$ cat config.mk
export PLATFORM = sky130hd
export DESIGN_NAME = me_frame_scheduler
export DESIGN_NICKNAME = d
export VERILOG_FILES = /design/src/rtl/me_pkg.sv /design/src/rtl/me_result_fifo.sv /design/src/rtl/me_frame_scheduler.sv
export SDC_FILE = /design/constraint.sdc
export NUM_CORES = 1
export LEC_CHECK = 0
export BUFFER_PORTS_ARGS = -buffer_cell sky130_fd_sc_hd__buf_4
export CORE_MARGIN = 2
export CORE_UTILIZATION = 25
export CTS_CLUSTER_SIZE = 20
export DETAILED_ROUTE_END_ITERATION = 10
export HOLD_SLACK_MARGIN = 0.08
export PLACE_DENSITY = 0.5
export SYNTH_ARGS = -nofsm -noshare
export SYNTH_HDL_FRONTEND = slang
export SYNTH_SLANG_ARGS = --single-unit
$ cat constraint.sdc
create_clock -name clk -period 6.6 [get_ports clk]
set_clock_uncertainty 0.05 [all_clocks]
set_input_delay 0.99 -clock clk [delete_from_list [all_inputs] [get_ports clk]]
set_output_delay 0.99 -clock clk [all_outputs]
set_load 0.005 [all_outputs]
$ cat src/rtl/me_pkg.sv
// Shared types and constants for the motion-estimation frame scheduler.
package me_pkg;

    localparam int SAD_BIT_WIDTH   = 14;
    localparam int COLD_BOOT_CYCLE = 24;
    localparam int FULL_CYCLE      = 23;
    localparam int BLK_COLS_DEF    = 482;
    localparam int BLK_ROWS_DEF    = 270;
    localparam int COORD_W_DEF     = 9;

    typedef enum logic [2:0] {
        ST_IDLE  = 3'd0,
        ST_BOOT  = 3'd1,
        ST_RUN   = 3'd2,
        ST_DRAIN = 3'd3,
        ST_DONE  = 3'd4
    } me_state_e;

    typedef struct packed {
        logic [SAD_BIT_WIDTH-1:0] sad;
        logic [3:0]               idx;
        logic [COORD_W_DEF-1:0]   x;
        logic [COORD_W_DEF-1:0]   y;
    } me_result_t;

endpackage

$ cat src/rtl/me_result_fifo.sv
// Two-deep result FIFO whose head entry is held directly in a register.
module me_result_fifo #(
    parameter int WIDTH = 8
) (
    input  logic             clk,
    input  logic             rst,
    input  logic             push_i,
    input  logic [WIDTH-1:0] data_i,
    input  logic             pop_i,
    output logic [WIDTH-1:0] head_o,
    output logic             valid_o,
    output logic [1:0]       count_o
);

    logic [WIDTH-1:0] head_q, head_d;
    logic [WIDTH-1:0] tail_q, tail_d;
    logic [1:0]       count_q, count_d;
    logic             do_push, do_pop;

    assign do_pop  = pop_i && (count_q != 2'd0);
    assign do_push = push_i && (count_q != 2'd2);

    always_comb begin
        head_d  = head_q;
        tail_d  = tail_q;
        count_d = count_q;
        unique case ({do_push, do_pop})
            2'b10: begin
                if (count_q == 2'd0) head_d = data_i;
                else                 tail_d = data_i;
                count_d = count_q + 2'd1;
            end
            2'b01: begin
                head_d  = tail_q;
                count_d = count_q - 2'd1;
            end
            // Push and pop together only happens at count 1: the new entry becomes head.
            2'b11: head_d = data_i;
            default: ;
        endcase
    end

    always_ff @(posedge clk or negedge rst) begin
        if (!rst) begin
            head_q  <= '0;
            tail_q  <= '0;
            count_q <= 2'd0;
        end else begin
            head_q  <= head_d;
            tail_q  <= tail_d;
            count_q <= count_d;
        end
    end

    assign head_o  = head_q;
    assign valid_o = (count_q != 2'd0);
    assign count_o = count_q;

endmodule

$ cat src/rtl/me_frame_scheduler.sv
// Frame sequencer for the ME core: boot/block timing, block coordinates and result queue.
//   state | meaning
//   IDLE  | waiting for start_i
//   BOOT  | cold-boot count up to the first block boundary
//   RUN   | one FULL_CYCLE count per block
//   DRAIN | last block pushed, waiting for queue to empty
//   DONE  | one-cycle done pulse
module me_frame_scheduler
    import me_pkg::*;
#(
    parameter int SAD_BIT_WIDTH   = me_pkg::SAD_BIT_WIDTH,
    parameter int BLK_COLS        = BLK_COLS_DEF,
    parameter int BLK_ROWS        = BLK_ROWS_DEF,
    parameter int COLD_BOOT_CYCLE = me_pkg::COLD_BOOT_CYCLE,
    parameter int FULL_CYCLE      = me_pkg::FULL_CYCLE,
    parameter int COORD_W         = COORD_W_DEF
) (
    input  logic                     clk,
    input  logic                     rst,
    input  logic                     start_i,
    input  logic                     mem_ready_i,
    input  logic [SAD_BIT_WIDTH-1:0] msad_i,
    input  logic [3:0]               msad_index_i,
    output logic                     me_en_o,
    output logic [COORD_W-1:0]       blk_x_o,
    output logic [COORD_W-1:0]       blk_y_o,
    output logic                     res_valid_o,
    input  logic                     res_ready_i,
    output logic [SAD_BIT_WIDTH-1:0] res_sad_o,
    output logic [3:0]               res_idx_o,
    output logic [COORD_W-1:0]       res_x_o,
    output logic [COORD_W-1:0]       res_y_o,
    output logic                     busy_o,
    output logic                     done_o
);

    localparam int CYC_MAX = (COLD_BOOT_CYCLE > FULL_CYCLE) ? COLD_BOOT_CYCLE : FULL_CYCLE;
    localparam int CYC_W   = $clog2(CYC_MAX + 1);
    localparam int ENTRY_W = SAD_BIT_WIDTH + 4 + 2 * COORD_W;

    me_state_e          state_q, state_d;
    logic [CYC_W-1:0]   cyc_q, cyc_d;
    logic [COORD_W-1:0] blk_x_q, blk_x_d;
    logic [COORD_W-1:0] blk_y_q, blk_y_d;

    logic               me_en;
    logic               boundary;
    logic               last_blk;
    logic               pop;
    logic [1:0]         fifo_count;
    logic               fifo_valid;
    logic [ENTRY_W-1:0] fifo_head;
    logic [ENTRY_W-1:0] push_data;

    assign me_en    = ((state_q == ST_BOOT) || (state_q == ST_RUN))
                      && mem_ready_i && (fifo_count != 2'd2);
    assign boundary = me_en && (cyc_q == '0);
    assign last_blk = (blk_x_q == COORD_W'(BLK_COLS - 1)) && (blk_y_q == COORD_W'(BLK_ROWS - 1));
    assign pop      = fifo_valid && res_ready_i;
    assign push_data = {msad_i, msad_index_i, blk_x_q, blk_y_q};

    // Cycle counter runs down to zero; the zero cycle is the block boundary.
    always_comb begin
        state_d = state_q;
        cyc_d   = cyc_q;
        blk_x_d = blk_x_q;
        blk_y_d = blk_y_q;
        unique case (state_q)
            ST_IDLE: begin
                if (start_i) begin
                    state_d = ST_BOOT;
                    cyc_d   = CYC_W'(COLD_BOOT_CYCLE - 1);
                    blk_x_d = '0;
                    blk_y_d = '0;
                end
            end
            ST_BOOT, ST_RUN: begin
                if (me_en) begin
                    if (cyc_q == '0) begin
                        cyc_d   = CYC_W'(FULL_CYCLE - 1);
                        state_d = last_blk ? ST_DRAIN : ST_RUN;
                        if (blk_x_q == COORD_W'(BLK_COLS - 1)) begin
                            blk_x_d = '0;
                            blk_y_d = (blk_y_q == COORD_W'(BLK_ROWS - 1)) ? '0 : blk_y_q + COORD_W'(1);
                        end else begin
                            blk_x_d = blk_x_q + COORD_W'(1);
                        end
                    end else begin
                        cyc_d = cyc_q - CYC_W'(1);
                    end
                end
            end
            ST_DRAIN: begin
                if ((fifo_count == 2'd0) || ((fifo_count == 2'd1) && pop)) state_d = ST_DONE;
            end
            ST_DONE: state_d = ST_IDLE;
            default: state_d = ST_IDLE;
        endcase
    end

    always_ff @(posedge clk or negedge rst) begin
        if (!rst) begin
            state_q <= ST_IDLE;
            cyc_q   <= '0;
            blk_x_q <= '0;
            blk_y_q <= '0;
        end else begin
            state_q <= state_d;
            cyc_q   <= cyc_d;
            blk_x_q <= blk_x_d;
            blk_y_q <= blk_y_d;
        end
    end

    me_result_fifo #(
        .WIDTH (ENTRY_W)
    ) u_fifo (
        .clk     (clk),
        .rst     (rst),
        .push_i  (boundary),
        .data_i  (push_data),
        .pop_i   (pop),
        .head_o  (fifo_head),
        .valid_o (fifo_valid),
        .count_o (fifo_count)
    );

    assign me_en_o     = me_en;
    assign blk_x_o     = blk_x_q;
    assign blk_y_o     = blk_y_q;
    assign res_valid_o = fifo_valid;
    assign res_sad_o   = fifo_head[ENTRY_W-1 -: SAD_BIT_WIDTH];
    assign res_idx_o   = fifo_head[2*COORD_W +: 4];
    assign res_x_o     = fifo_head[COORD_W +: COORD_W];
    assign res_y_o     = fifo_head[0 +: COORD_W];
    assign busy_o      = (state_q != ST_IDLE);
    assign done_o      = (state_q == ST_DONE);

endmodule

==> results of run 1 <==
-- state kept, by name, summed over array words and instances (netlist names) --
register,flops
u_fifo.head_o,36
u_fifo.tail_q,36
blk_x_o,9
blk_y_o,9
cyc_q,5
state_q,3
u_fifo.count_o,2
-- worst max-delay path by stage --
| stage | slack (ns) | end | startpoint | depth (start not counted) |
|---|---|---|---|---|
| 2_1_floorplan | 3.73 | u_fifo.tail_q[12]$_DFFE_PN0P_ | mem_ready_i | 9 |
| 3_3_place_gp | 3.44 | u_fifo.tail_q[23]$_DFFE_PN0P_ | mem_ready_i | 8 |
| 3_5_place_dp | 3.39 | u_fifo.tail_q[31]$_DFFE_PN0P_ | mem_ready_i | 8 |
| 4_1_cts | 3.49 | me_en_o | state_q[0]$_DFFE_PN0P_ | 4 |
| 5_1_grt | 3.36 | u_fifo.tail_q[13]$_DFFE_PN0P_ | cyc_q[0]$_DFFE_PN0P_ | 9 |
| 6_report | 3.49 | me_en_o | state_q[0]$_DFFE_PN0P_ | 4 |
-- through the flow --
stage	worst slack [ns]	cells
final	3.49	777
after detailed placement	3.39	761
after floorplan	3.73	438
after global routing	3.36	777
after global placement	3.44	761
after CTS	3.49	777
-- per-layer routing --
metal / part of all wire (%) / up-vias / global-route usage (%) / wire length, um
met2: 46 / 83 / 18.8 / 5480
met5: 0 / - / 0 / 0
met4: 1.6 / 0 / 4.09 / 192
li1: - / 1707 / - / -
met3: 5.4 / 14 / 2.93 / 638
met1: 46 / 1713 / 15.7 / 5470
-- cell families (layout without fill, tap and decap cells) --
group / after synthesis / after routing / share of synthesized area, %
simple gates: 118 / 118 / 13.7
buf+inv: 39 / 113 / 3.96
xor+xnor: 7 / 7 / 1.62
flops: 100 / 100 / 50.5
fa+ha+maj: 11 / 11 / 2.78
mux: 72 / 72 / 15.6
compound gates: 91 / 91 / 11.9
-- worst reg2reg max path, delay by kind of cell, from the launching register on --
| kind | cells | cell delay, ns |
|---|---|---|
| simple gates | 4 | 1.30 |
| buf+inv | 2 | 0.23 |
| mux | 1 | 0.53 |
| fa+ha+maj | 2 | 0.41 |
| flops | 1 | 0.39 |
-- area by class of cell --
| class | count | area share, % |
|---|---|---|
| clock buffer | 10 | 3.75 |
| multi-input combinational | 299 | 37.2 |
| inverter | 15 | 0.923 |
| timing repair buffer | 82 | 10.1 |
| sequential | 100 | 41.0 |
| clock inverter | 6 | 1.58 |
| tap | 265 | 5.43 |
-- power groups by stage --
stage               combinational (mW)  clock [mW]  sequential (mW)
CTS                              0.697       0.602            0.821
floorplan                        0.448           0            0.805
detailed placement               0.694           0            0.834
global route                     0.768       0.630            0.840
finish                           0.684       0.580            0.819
global placement                 0.680           0            0.828
-- layout by cell type, fill, tap and decap left out, drive strengths merged, types with 2 or more instances in the layout --
master | synthesis | routed
a211oi | 2 | 2
nor4 | 5 | 5
or2 | 3 | 3
xnor2 | 4 | 4
xor2 | 3 | 3
nand3 | 9 | 9
a21oi | 17 | 17
clkbuf | 10 | 10
o31ai | 7 | 7
mux2i | 36 | 36
nand4 | 2 | 2
clkinv | 1 | 2
o2111ai | 2 | 2
or4 | 5 | 5
buf | 14 | 82
nor3 | 8 | 8
dfrtp | 100 | 100
or4b | 2 | 2
a21o | 5 | 5
nand2b | 6 | 6
nor2 | 16 | 16
a41oi | 2 | 2
mux2 | 36 | 36
o41ai | 2 | 2
o22a | 2 | 2
o21ai | 45 | 45
and2 | 3 | 3
o211ai | 3 | 3
nand3b | 2 | 2
ha | 11 | 11
bufinv | 0 | 2
inv | 14 | 16
nand2 | 46 | 46
or3 | 3 | 3
==> flow_metrics.py, run 1 <==
metrics = {
    "placed_design": {
        "place_hpwl_um": 8150,
        "place.gp.congestion": 0.826,
        "io_buffers": 80,
        "place_area_um2": 5780,
    },
    "routing": {
        "drtAntennaViolNets": 0,
        "viasPerCell": 4.53,
        "drtIter0Drc": 169,
        "vias": 3517,
        "wirelength_um": 11800,
        "dr.pass1.iters": 4,
        "wl_per_cell_um": 15.2,
        "drc": 0,
    },
    "layout": {
        "area.growth.synth_to_final_pct": 23.1,
        "finalInstanceArea_um2": 6100,
        "final_util_pct": 31.4,
        "final_nets": 541,
        "multi_input_area_um2": 2270,
        "drive_gt1_share_pct": 30.7,
        "seqCellArea_um2": 2500,
        "num-fill-cells": 1984,
        "antenna_cells": 0,
    },
    "yosys": {
        "synth_top_area_share_pct": 50.5,
        "yosysUniqueCellTypes": 66,
        "synthCells": 438,
        "synth_edf_count": 0,
        "seq_area_frac_synth_pct": 50.5,
        "synth_nets": 472,
        "ys_ff_latch": 100,
        "synthTopCellsByCount": "dfrtp_1 (100), nand2_1 (46), mux2i_1 (36)",
        "synth.avg_cell_area_um2": 11.3,
        "synthesis.area_um2": 4960,
        "synth_top_cell_by_area": "dfrtp_1",
        "synth_area_leaders": "dfrtp_1 (50%), mux2_2 (7.7%), mux2i_1 (7.3%), nand2_1 (3.5%), o21ai_1 (3.2%)",
        "async_reset_ff_share_pct": 100,
        "synth-warning-count": 0,
        "synth_flop_cell": "dfrtp_1",
        "yosysMostFrequentCell": "dfrtp_1",
    },
    "sta": {
        "setup_viol": 0,
        "hold_viol": 0,
        "finalSetupTns_ns": 0,
        "tightest_slew_ns": 1.13,
        "whs_ns": 0.438,
        "slew_violations": 0,
        "fmax_mhz": 321,
        "period_minus_slack_ns": 3.11,
        "relSlewSlack_pct": 25.0,
        "rsz0062_at_grt": "no",
        "post-route-period-util_pct": 47.2,
    },
    "critical_path": {
        "path_delay_family": "simple AND/OR/NAND/NOR gates",
        "crit_required_ns": 5.56,
        "r2r_slack_ns": 3.58,
        "critPathMaxFanout": 9,
        "critical_path_class": "register to primary output",
        "worstPathBufferInverterCount": 1,
        "reg2regPathDepth": 9,
        "critPathCaptureType": "primary output",
        "critPathSlowestCell": "dfrtp_1",
        "cpPeakStageDelay_ns": 0.67,
        "cp-start-kind": "register",
        "r2r_start": "cyc_q[0]$_DFFE_PN0P_",
        "cp.arrival_ns": 2.07,
        "cp_cell_sequence": "xnor2_4, or2_0, nor2_1, buf_4",
        "r2r_end": "u_fifo.tail_q[19]$_DFFE_PN0P_",
    },
    "clock_network": {
        "post_cts_resized": 0,
        "clock_sinks": 100,
        "cts_setup_buffers": 0,
        "cts-root-buf": "clkbuf_16",
        "cts_tree": "yes",
        "ctsHoldBuffers": 0,
        "cts_htree_levels": 3,
        "cts_buffer_depth": 2,
        "cts_made_buffers": 9,
        "path_clk_slew_ns": 0.07,
        "clkLatencyLatePin_ns": 0.35,
    },
    "power_and_ir_drop": {
        "sw_frac_of_total_pct": 34.5,
        "ir_worst_vdd_mv": 0.164,
        "power.switching_uw": 719,
        "combinationalPowerShare_pct": 32.8,
        "power_mw": 2.08,
        "p_clk_share_pct": 27.8,
        "power_leakage_nw": 2.78,
        "power_density_nw_per_um2": 341,
        "p_seq_share_pct": 39.3,
        "p_int_mw": 1.36,
    },
    "hold_path": {
        "whs_path_depth": 2,
        "hold_end": "u_fifo.tail_q[1]$_DFFE_PN0P_",
        "hp-start": "u_fifo.tail_q[1]$_DFFE_PN0P_",
        "hold_class": "register to register",
    },
    "die": {
        "die_w_um": 145,
        "core-area_um2": 19500,
        "die_h_um": 145,
        "start_util_pct": 25.5,
        "rows": 51,
        "die_area_um2": 21000,
        "io_pins": 81,
    },
    "global_route": {
        "overflow": 0,
        "grt_usage_pct": 11.8,
        "grt_max_degree": 73,
        "grt_pass1_wl_um": 19100,
        "grt_pass1_vias": 3512,
        "antenna_found_initial": 0,
    },
    "run": {
        "maxCapViolations": 0,
    },
    "status": {
        "outcome": "finished, final reports clean",
    },
}
Note: power is estimated with default switching activity, not from simulation.
==> run 2: changes to the inputs <==
Settings changed: PLACE_DENSITY 0.5 to 0.51.
Clock period 6.6 ns to 2.85 ns, I/O delays scaled along.
==> run 2 against run 1 <==
Effect of this change:
- clock power rose by 110%
- die area unchanged
- via count increased by 2.8%
- non-clock buffer count up 10
- first-iteration DRC count increased by 26%
- critical path type is now register to register
==> flow_metrics.py, run 2 (synthesis gave the netlist of run 1 again) <==
metrics = {
    "clock_network": {
        "cts_setup_buffers": 0,
        "cts_htree_levels": 3,
        "clock_sinks": 100,
        "clkLatencyLatePin_ns": 0.36,
        "cts_buffer_depth": 2,
        "post_cts_resized": 0,
        "cts_tree": "yes",
        "cts-root-buf": "clkbuf_16",
        "path_clk_slew_ns": 0.07,
        "ctsHoldBuffers": 0,
        "cts_made_buffers": 9,
    },
    "global_route": {
        "grt_pass1_vias": 3755,
        "grt_max_degree": 73,
        "overflow": 0,
        "antenna_found_initial": 0,
        "grt_usage_pct": 12.4,
        "grt_pass1_wl_um": 19900,
    },
    "die": {
        "start_util_pct": 25.5,
        "die_h_um": 145,
        "io_pins": 81,
        "rows": 51,
        "die_w_um": 145,
        "core-area_um2": 19500,
        "die_area_um2": 21000,
    },
    "critical_path": {
        "reg2regPathDepth": 9,
        "r2r_end": "u_fifo.head_o[22]$_DFFE_PN0P_",
        "critPathCaptureType": "register",
        "crit_required_ns": 3.03,
        "critical_path_class": "register to register",
        "r2r_slack_ns": 0.18,
        "cp-start-kind": "register",
        "r2r_start": "cyc_q[0]$_DFFE_PN0P_",
        "cp.arrival_ns": 2.85,
        "critPathMaxFanout": 20,
    },
    "layout": {
        "num-fill-cells": 1969,
        "multi_input_area_um2": 2270,
        "drive_gt1_share_pct": 32.2,
        "mostFrequentLayoutCell": "dfrtp_1",
        "seqCellArea_um2": 2500,
        "antenna_cells": 0,
        "final_nets": 551,
        "area.growth.synth_to_final_pct": 24.5,
        "layout_common_cells": "dfrtp_1 (100), buf_4 (90), nand2_1 (45), mux2i_1 (36), mux2_2 (34)",
    },
    "power_and_ir_drop": {
        "power_density_nw_per_um2": 773,
        "p_clk_share_pct": 25.4,
        "power.switching_mw": 1.73,
        "p_seq_share_pct": 38.7,
        "combinationalPowerShare_pct": 35.8,
        "sw_frac_of_total_pct": 36.3,
        "ir_worst_vdd_mv": 0.280,
        "power_leakage_nw": 2.83,
        "p_int_mw": 3.04,
    },
    "routing": {
        "drc": 0,
        "wirelength_um": 12100,
        "vias": 3617,
        "viasPerCell": 4.60,
        "dr.pass1.iters": 4,
        "drtAntennaViolNets": 0,
        "drtIter0Drc": 213,
        "wl_per_cell_um": 15.4,
    },
    "sta": {
        "relSlewSlack_pct": 51.8,
        "slew_violations": 0,
        "finalSetupTns_ns": 0,
        "tightest_slew_ns": 0.724,
        "setup_viol": 0,
        "hold_viol": 0,
        "fmax_mhz": 375,
        "rsz0062_at_grt": "no",
        "post-route-period-util_pct": 93.7,
        "timing.final.ws_setup_ns": 0.180,
        "period_minus_slack_ns": 2.67,
    },
    "status": {
        "outcome": "finished, final reports clean",
    },
    "run": {
        "maxCapViolations": 0,
    },
    "placed_design": {
        "io_buffers": 80,
        "place.gp.congestion": 0.788,
        "place_hpwl_um": 8560,
        "post-place-ws_ns": 0.159,
    },
    "hold_path": {
        "hold_class": "input port to asynchronous set/reset pin",
    },
}
[run 2: cell count changes in the layout (fill, tap and decap cells not counted)]
cell,delta
inv_6,-1
clkinvlp_4,+1
clkinv_4,+1
clkbuf_1,-1
bufinv_16,-2
buf_4,+8
clkinv_8,+1
buf_12,+2
inv_8,+1
[run 2: worst max-delay path by stage]
stage,endpoint,cells after the start,start
floorplan,u_fifo.tail_q[12]$_DFFE_PN0P_,11,cyc_q[0]$_DFFE_PN0P_
global placement,u_fifo.head_o[0]$_DFFE_PN0P_,9,cyc_q[0]$_DFFE_PN0P_
global route,u_fifo.head_o[6]$_DFFE_PN0P_,9,u_fifo.count_o[0]$_DFFE_PN0P_
finish,u_fifo.head_o[22]$_DFFE_PN0P_,9,cyc_q[0]$_DFFE_PN0P_
CTS,u_fifo.head_o[7]$_DFFE_PN0P_,9,cyc_q[0]$_DFFE_PN0P_
detailed placement,u_fifo.head_o[0]$_DFFE_PN0P_,9,cyc_q[0]$_DFFE_PN0P_
[run 2: final cells by class]
cell class	instances	share of cell area (%)
Inverter	15	0.912
Clock buffer	9	3.65
Clock inverter	7	1.16
Multi-Input combinational cell	299	36.8
Sequential cell	100	40.5
Tap cell	265	5.37
Timing Repair Buffer	92	11.6
[run 2: critical path: stages, from the launching register on]
cell,delay (ns)
dfrtp_1,0.38
inv_1,0.09
ha_1,0.25
or4b_4,0.54
nor2_4,0.12
nand2_1,0.13
ha_2,0.38
buf_4,0.31
mux2i_1,0.19
o21ai_1,0.08
[run 2: power groups by stage]
stage                     Combinational (mW)  Sequential, mW  Clock, mW
after floorplan                         1.04            1.86          0
after detailed placement                1.74            1.88          0
after global routing                    1.92            1.88       1.33
after global placement                  1.70            1.87          0
after CTS                               1.74            1.85       1.26
final                                   1.71            1.85       1.21
[run 2: layer usage]
metal / GRT usage, % / vias to the layer above / part of all wire [%]
met2: 20.2 / 101 / 47
li1: - / 1726 / -
met4: 3.93 / 0 / 1.3
met3: 2.99 / 11 / 6.4
met1: 16.3 / 1779 / 45
met5: 0 / - / 0
[run 2: metrics by stage]
step / power (mW) / area (um2) / hold WS (ns) / util, % / std cells
after floorplan: 2.90 / 4960 / 0.0819 / - / 438
after global placement: 3.57 / 5880 / 0.414 / 30.2 / 771
after detailed placement: 3.62 / 5880 / 0.420 / 30.2 / 771
after CTS: 4.86 / 6170 / 0.105 / 31.7 / 787
after global routing: 5.13 / 6170 / 0.134 / 31.7 / 787
final: 4.77 / 6170 / 0.0748 / 31.7 / 787
==> run 3: changes to the inputs <==
Settings changed: REMOVE_ABC_BUFFERS set to 1.
==> run 3 against run 2 <==
Effect of this change:
- final cell count unchanged
- first-iteration DRC count down 24%
- wire length down 7.0%
- register-to-register slack better by 0.11 ns
- global-route usage down 1.0 points
- critical endpoint is now u_fifo.tail_q[15]$_DFFE_PN0P_
==> flow_metrics.py, run 3 (synthesis gave the netlist of run 1 again) <==
metrics = {
    "routing": {
        "wl_per_cell_um": 14.3,
        "wirelength_um": 11200,
        "viasPerCell": 4.47,
        "vias": 3520,
        "drc": 0,
        "drtIter0Drc": 162,
        "dr.pass1.iters": 4,
        "drtAntennaViolNets": 0,
    },
    "placed_design": {
        "place_hpwl_um": 7970,
        "io_buffers": 80,
        "dp_cells": 770,
        "place.gp.congestion": 0.770,
    },
    "layout": {
        "area.growth.synth_to_final_pct": 24.2,
        "mostFrequentLayoutCell": "dfrtp_1",
        "layout_common_cells": "dfrtp_1 (100), buf_4 (89), nand2_1 (45), mux2i_1 (36), mux2_2 (34)",
        "num-fill-cells": 1993,
        "layout.cells.non_filler": 787,
        "antenna_cells": 0,
        "final_util_pct": 31.6,
        "final_nets": 551,
        "multi_input_area_um2": 2270,
        "seqCellArea_um2": 2500,
        "drive_gt1_share_pct": 31.0,
    },
    "sta": {
        "post-route-period-util_pct": 89.9,
        "slew_violations": 0,
        "setup_viol": 0,
        "rsz0062_at_grt": "no",
        "hold_viol": 0,
        "period_minus_slack_ns": 2.56,
        "fmax_mhz": 390,
        "tightest_slew_ns": 0.720,
        "relSlewSlack_pct": 52.0,
    },
    "power_and_ir_drop": {
        "sw_frac_of_total_pct": 33.9,
        "ir_worst_vdd_mv": 0.302,
        "power_density_nw_per_um2": 764,
        "p_int_mw": 3.11,
        "p_clk_share_pct": 25.2,
        "power_leakage_nw": 2.82,
        "combinationalPowerShare_pct": 35.0,
        "p_seq_share_pct": 39.8,
        "power.switching_mw": 1.59,
    },
    "clock_network": {
        "cts_setup_buffers": 0,
        "cts_tree": "yes",
        "clock_sinks": 100,
        "clkLatencyLatePin_ns": 0.35,
        "cts_made_buffers": 9,
        "cts_buffer_depth": 2,
        "cts_htree_levels": 3,
        "cts-root-buf": "clkbuf_16",
        "post_cts_resized": 0,
        "path_clk_slew_ns": 0.07,
    },
    "critical_path": {
        "critPathMaxFanout": 38,
        "cp.arrival_ns": 2.74,
        "crit_required_ns": 3.03,
        "cp-start-kind": "register",
        "critPathCaptureType": "register",
        "r2r_start": "cyc_q[0]$_DFFE_PN0P_",
        "critical_path_class": "register to register",
        "reg2regPathDepth": 10,
        "r2r_end": "u_fifo.tail_q[15]$_DFFE_PN0P_",
        "r2r_slack_ns": 0.29,
    },
    "die": {
        "core-area_um2": 19500,
        "start_util_pct": 25.5,
        "io_pins": 81,
        "rows": 51,
        "die_w_um": 145,
        "die_area_um2": 21000,
        "die_h_um": 145,
    },
    "run": {
        "maxCapViolations": 0,
    },
    "hold_path": {
        "whs_path_depth": 2,
        "hold_end": "u_fifo.tail_q[22]$_DFFE_PN0P_",
        "hp-start": "msad_i[0]",
        "hold_class": "input port to register",
    },
    "global_route": {
        "overflow": 0,
        "grt_usage_pct": 11.4,
        "antenna_found_initial": 0,
        "grt_pass1_vias": 3643,
        "grt_pass1_wl_um": 18500,
        "grt_max_degree": 61,
    },
    "status": {
        "outcome": "finished, final reports clean",
    },
}
-- run 3: final cells by class --
cell class	instances	area share, %
timing repair buffer	92	11.7
sequential	100	40.6
inverter	15	0.914
tap	265	5.38
clock inverter	2	0.569
clock buffer	14	3.96
multi-input combinational	299	36.9
-- run 3: power by group through the flow --
| stage | Clock, mW | Combinational [mW] | Sequential [mW] |
|---|---|---|---|
| finish | 1.18 | 1.65 | 1.87 |
| global route | 1.29 | 1.85 | 1.92 |
| CTS | 1.24 | 1.69 | 1.88 |
| detailed placement | 0 | 1.68 | 1.91 |
| global placement | 0 | 1.66 | 1.89 |
| floorplan | 0 | 0.938 | 1.89 |
-- run 3: critical path, stage by stage (launching register included) --
cell and delay [ns]:
dfrtp_1 0.37, inv_1 0.09, ha_1 0.21, or4b_4 0.53, nor2_4 0.11, nand2_1 0.11
inv_2 0.13, ha_1 0.16, nand2_2 0.04, buf_4 0.28, mux2_2 0.34
-- run 3: routing by layer --
metal  wire length [um]  vias to the layer above  track usage, %
met3                560                       13            2.73
met2               5460                       74            19.2
met5                  0                        -               0
met1               5020                     1714            13.9
li1                   -                     1719               -
met4                207                        0            4.85
-- run 3: worst max path at each step --
stage,start,slack (ns),to
detailed placement,cyc_q[0]$_DFFE_PN0P_,0.27,u_fifo.tail_q[15]$_DFFE_PN0P_
floorplan,u_fifo.count_o[0]$_DFFE_PN0P_,-0.11,u_fifo.head_o[15]$_DFFE_PN0P_
CTS,cyc_q[0]$_DFFE_PN0P_,0.26,u_fifo.tail_q[15]$_DFFE_PN0P_
finish,cyc_q[0]$_DFFE_PN0P_,0.29,u_fifo.tail_q[15]$_DFFE_PN0P_
global route,cyc_q[0]$_DFFE_PN0P_,0.12,u_fifo.tail_q[18]$_DFFE_PN0P_
global placement,cyc_q[0]$_DFFE_PN0P_,0.33,u_fifo.tail_q[31]$_DFFE_PN0P_
-- run 3: metrics by stage --
step                      TNS (ns)  power (mW)  setup slack, ns  instance area [um2]  hold WS (ns)
after global placement           0        3.55            0.332                 5870         0.401
after CTS                        0        4.80            0.262                 6160         0.261
after detailed placement         0        3.58            0.272                 5870         0.413
after global routing             0        5.06            0.118                 6160         0.266
final                            0        4.71            0.288                 6160         0.272
after floorplan             -0.959        2.83           -0.107                 4820        0.0819
-- run 3: timing repair --
item | in CTS | in global routing
hold buffers | 1 | 0
hold endpoints to repair | 40 | 0
endpoints found under the setup margin | 0 | 0
